File: config.mk
export PLATFORM = sky130hd
export DESIGN_NAME = uart_tx_feeder
export DESIGN_NICKNAME = d
export VERILOG_FILES = /design/src/rtl/uart_tx_feeder.sv
export SDC_FILE = /design/constraint.sdc
export NUM_CORES = 1
export LEC_CHECK = 0
export BUFFER_PORTS_ARGS = -buffer_cell sky130_fd_sc_hd__buf_4
export CORE_ASPECT_RATIO = 1.75
export CORE_UTILIZATION = 41
export CTS_CLUSTER_DIAMETER = 200
export DETAILED_ROUTE_END_ITERATION = 10
export HOLD_SLACK_MARGIN = 0.03
export PLACE_DENSITY = 0.56
export RECOVER_POWER = 50
export SKIP_CTS_REPAIR_TIMING = 1
export SYNTH_ARGS = -nofsm -noshare
export SYNTH_HDL_FRONTEND = slang
export SYNTH_SLANG_ARGS = --single-unit
File: constraint.sdc
create_clock -name clk -period 7.6 [get_ports clk]
set_input_delay 1.14 -clock clk [delete_from_list [all_inputs] [get_ports clk]]
set_output_delay 1.14 -clock clk [all_outputs]
set_load 0.02 [all_outputs]
File: src/rtl/uart_tx_feeder.sv
// Character FIFO that paces a downstream UART sender: one frame per FIFO entry, with guard gaps.
// Optional sticky drop flag with clear input when UART_TX_FEEDER_OVERFLOW_EN is defined.
module uart_tx_feeder #(
   parameter int DATA_SIZE    = 7,
   parameter int CLK_FREQ_HZ  = 50_000_000,
   parameter int BAUD_RATE    = 960000,
   parameter int FIFO_DEPTH   = 8,
   parameter int GUARD_CYCLES = 4
) (
   input  logic                          clk,
   input  logic                          reset,
   input  logic                          wr_en,
   input  logic [DATA_SIZE-1:0]          wr_data,
   output logic                          full,
   output logic                          empty,
   output logic [$clog2(FIFO_DEPTH):0]   count,
   output logic                          tx_start,
   output logic [DATA_SIZE-1:0]          tx_data,
   output logic                          busy
`ifdef UART_TX_FEEDER_OVERFLOW_EN
   ,
   output logic                          overflow,
   input  logic                          clr_ovf
`endif
);

   localparam int CLKS_PER_BIT = CLK_FREQ_HZ / BAUD_RATE;
   localparam int FRAME_CYCLES = CLKS_PER_BIT * (DATA_SIZE + 2) + GUARD_CYCLES;
   localparam int PW           = $clog2(FIFO_DEPTH);
   localparam int CW           = PW + 1;
   localparam int FW           = $clog2(FRAME_CYCLES + 1);

   typedef enum logic [1:0] {IDLE, START, WAIT} state_t;

   state_t               state_reg, state_next;
   logic [FW-1:0]        frame_cnt_reg, frame_cnt_next;
   logic                 tx_start_reg, tx_start_next;
   logic [DATA_SIZE-1:0] tx_data_reg;
   logic                 busy_reg;
   logic [CW-1:0]        count_reg, count_next;
   logic                 empty_reg, full_reg;
   logic [PW-1:0]        wr_ptr_reg, rd_ptr_reg;
   logic                 pop, wr_accept;

   logic [DATA_SIZE-1:0] mem [FIFO_DEPTH];

   // A full FIFO still takes a write when the head leaves on the same edge.
   always_comb begin
      pop       = (state_reg == IDLE) && !empty_reg;
      wr_accept = wr_en && (!full_reg || pop);
      count_next = count_reg;
      case ({wr_accept, pop})
         2'b10:   count_next = count_reg + CW'(1);
         2'b01:   count_next = count_reg - CW'(1);
         default: count_next = count_reg;
      endcase
   end

   always_comb begin
      state_next     = state_reg;
      frame_cnt_next = frame_cnt_reg;
      tx_start_next  = 1'b0;
      case (state_reg)
         IDLE: begin
            if (pop) begin
               state_next     = START;
               frame_cnt_next = '0;
               tx_start_next  = 1'b1;
            end
         end
         START: begin
            frame_cnt_next = frame_cnt_reg + FW'(1);
            if (frame_cnt_reg == FW'(CLKS_PER_BIT - 1)) begin
               state_next    = WAIT;
               tx_start_next = 1'b0;
            end else begin
               tx_start_next = 1'b1;
            end
         end
         WAIT: begin
            frame_cnt_next = frame_cnt_reg + FW'(1);
            if (frame_cnt_reg == FW'(FRAME_CYCLES - 1)) begin
               state_next     = IDLE;
               frame_cnt_next = '0;
            end
         end
         default: begin
            state_next     = IDLE;
            frame_cnt_next = '0;
         end
      endcase
   end

   always_ff @(posedge clk or negedge reset) begin
      if (!reset) begin
         state_reg     <= IDLE;
         frame_cnt_reg <= '0;
         tx_start_reg  <= 1'b0;
         tx_data_reg   <= '0;
         busy_reg      <= 1'b0;
         count_reg     <= '0;
         empty_reg     <= 1'b1;
         full_reg      <= 1'b0;
         wr_ptr_reg    <= '0;
         rd_ptr_reg    <= '0;
      end else begin
         state_reg     <= state_next;
         frame_cnt_reg <= frame_cnt_next;
         tx_start_reg  <= tx_start_next;
         busy_reg      <= (state_next != IDLE);
         count_reg     <= count_next;
         empty_reg     <= (count_next == '0);
         full_reg      <= (count_next == CW'(FIFO_DEPTH));
         if (wr_accept)
            wr_ptr_reg <= wr_ptr_reg + PW'(1);
         if (pop) begin
            rd_ptr_reg  <= rd_ptr_reg + PW'(1);
            tx_data_reg <= mem[rd_ptr_reg];
         end
      end
   end

   always_ff @(posedge clk) begin
      if (wr_accept)
         mem[wr_ptr_reg] <= wr_data;
   end

`ifdef UART_TX_FEEDER_OVERFLOW_EN
   logic overflow_reg;
   logic drop;

   assign drop = wr_en && full_reg && !pop;

   // Setting wins over clearing so a drop on the clearing edge is never lost.
   always_ff @(posedge clk or negedge reset) begin
      if (!reset)
         overflow_reg <= 1'b0;
      else if (drop)
         overflow_reg <= 1'b1;
      else if (clr_ovf)
         overflow_reg <= 1'b0;
   end

   assign overflow = overflow_reg;
`endif

   assign full     = full_reg;
   assign empty    = empty_reg;
   assign count    = count_reg;
   assign tx_start = tx_start_reg;
   assign tx_data  = tx_data_reg;
   assign busy     = busy_reg;

endmodule

==> flow_metrics.env <==
export IMPL_design_core_area_um2=8783
export IMPL_synth_cells=248
export IMPL_top_usage_layer="met2"
export IMPL_maxSlewHeadroom_pct=-15.69
export IMPL_ys_seq_area_share_pct=66.45
export IMPL_layout_nets=298
export IMPL_final_cells=398
export IMPL_crit_arrival_ns=3.68
export IMPL_clockBufferDepth=2
export IMPL_leakagePower_nw=1.575
export IMPL_grt_use_met1_pct=18.84
export IMPL_totalNegativeSetupSlack_ns=0
export IMPL_grt_overflow_total=0
export IMPL_run_status="complete, but fails checks"
export IMPL_portBuffers=24
export IMPL_synthArstFlopShare_pct=36.36
export IMPL_final_common_cell="edfxtp_1"
export IMPL_cts_root_buf="clkbuf_16"
export IMPL_drtIter0Drc=76
export IMPL_avgSynthCellArea_um2=15.07
export IMPL_crit_fanout=19
export IMPL_finalMaxSlewViolations=33
export IMPL_dp_cells=384
export IMPL_grt_pass1_vias=2101
export IMPL_rsz0062_at_grt="false"
export IMPL_track_usage_pct=16.49
export IMPL_vias=2035
export IMPL_fill_cells=789
export IMPL_fmaxAchievable_mhz=291.0
export IMPL_cts_max_level=3
export IMPL_clk_latency_ns=0.33
export IMPL_syn_nets=268
export IMPL_antenna_found_initial=0
export IMPL_grt_use_met3_pct=3.145
export IMPL_tightest_slew_ns=1.735
export IMPL_layout_worst_path_cycle_share_pct=45.22
export IMPL_synth_seq_cells=88
export IMPL_die_area_um2=9516
export IMPL_yosysUniqueCellTypes=49
export IMPL_yosysWarnings=0
export IMPL_place_gp_congestion=0.8297
export IMPL_met2_usage_pct=29.20
export IMPL_synth_top_area_share_pct=44.99
export IMPL_utilization_pct=48.75
export IMPL_maxCapViolCount=1
export IMPL_largest_register_ffs=56
export IMPL_synth_ff_type="edfxtp_1"
export IMPL_crit_path_end_kind="flop"
export IMPL_ir_worst_vdd_v=0.0001419
export IMPL_violations="max-capacitance violations, max-slew violations"
export IMPL_synth_area_um2=3737
export IMPL_final_cell_area_um2=4282
export IMPL_diodes=0
export IMPL_die_w_um=74.17
export IMPL_dp_slack_ns=4.130
export IMPL_setup_ws_ns=4.163
export IMPL_die_h_um=128.3
export IMPL_path_class="flop to flop"
export IMPL_grt_max_degree=33
export IMPL_cts_inserted_buffers=9
export IMPL_grt_pass1_wl_mm=11.04
export IMPL_drt_vias_per_instance=5.113
export IMPL_cellPowerDensity_nw_per_um2=394.3
export IMPL_critical_path_required_ns=7.84
export IMPL_initial_utilization_pct=42.55
export IMPL_synth_top_area_cell="edfxtp_1"
export IMPL_place_hpwl_mm=4.713
export IMPL_clock_sinks=88
export IMPL_hold_slack_ns=0.4974
export IMPL_setup_violations_final=0
export IMPL_synth_edf_count=56
export IMPL_finalWirelength_mm=6.913
export IMPL_hold_path_class="flop to flop"
export IMPL_fp_row_count=45
export IMPL_syn_to_final_growth_pct=14.56
export IMPL_ant_nets=0
export IMPL_cts_tree="yes"
export IMPL_wire_per_inst_um=17.37
export IMPL_power_mw=1.688
export IMPL_clk_pin_slew_worst_paths_ns=0.06
export IMPL_finalHoldViolCount=0
export IMPL_finClkSkew_ns=0.005003
export IMPL_pin_count=25
export IMPL_route_detailed_drc=0
export IMPL_drtPass1Iterations=4
export IMPL_dpl_instance_area_um2=4041
export IMPL_final_cell_mix="edfxtp_1, dfrtp_1, nand2_1, buf_4"
export IMPL_synth_area_top_cells="edfxtp_1, dfrtp_1, mux4_2"
export IMPL_fin_crit_ns=3.437
export IMPL_setup_worst_path_start_class="flop"
export IMPL_drive_gt1_share_pct=17.79
-- path summary, 6_finish.rpt --
kind / start / endpoint / slack, ns / cells past startpoint
worst max-delay path: state_reg[0] / empty / 4.16 / 11
worst min-delay path: tx_data[3] / tx_data[3] / 0.50 / 2
worst max register to register: state_reg[0] / empty / 4.16 / 11
worst min register to register: tx_data[3] / tx_data[3] / 0.50 / 2
max in group asynchronous: reset / frame_cnt_reg[3] / 5.33 / 1
min in group asynchronous: reset / count[2] / 1.25 / 1
-- cells in the mapped netlist, types with 3 or more instances --
library cell and number:
clkbuf_1 4, dfrtp_1 31, edfxtp_1 56, ha_1 10, inv_1 8, mux2i_1 7
mux4_2 14, nand2_1 29, nand2b_1 4, nor2_1 14, nor3_1 4, nor4_1 3
o21ai_1 11, xnor2_1 10
-- critical path, cell delays in order (launching register included) --
cell and delay, ns:
dfrtp_1 0.42, inv_1 0.11, ha_1 0.24, nand2b_1 0.41
a21boi_1 0.48, inv_2 0.10, ha_1 0.26, xor2_1 0.18
ha_1 0.28, mux2_2 0.28, a2111o_1 0.37, a211oi_1 0.21
-- final cells by class --
class	count	area [µm²]	area share, %
Clock buffer	10	229.0	5.348
Clock inverter	4	47.55	1.110
Inverter	10	37.54	0.8767
Multi-Input combinational cell	143	1172	27.38
Sequential cell	88	2484	58.01
Tap cell	117	146.4	3.419
Timing Repair Buffer	26	165.2	3.857
-- routing by layer --
layer	vias up	routed length (µm)
met5	-	0
met1	1014	2670
met3	8	188
li1	986	-
met4	0	124
met2	27	3929
-- report_power, final --
group | total, mW | switching (mW) | internal, mW
Combinational | 0.532 | 0.277 | 0.255
Clock | 0.419 | 0.169 | 0.250
Sequential | 0.737 | 0.113 | 0.624
-- cells by family after synthesis --
group | share of synthesized area, %
buffers and inverters | 2.009
XOR/XNOR | 2.578
multiplexers | 10.61
AND/OR/NAND/NOR | 8.939
flip-flops | 66.45
AO/OA/AOI/OAI | 6.059
adder cells (fa/ha/maj) | 3.348
No activity file was read; power rests on OpenSTA's default activity.
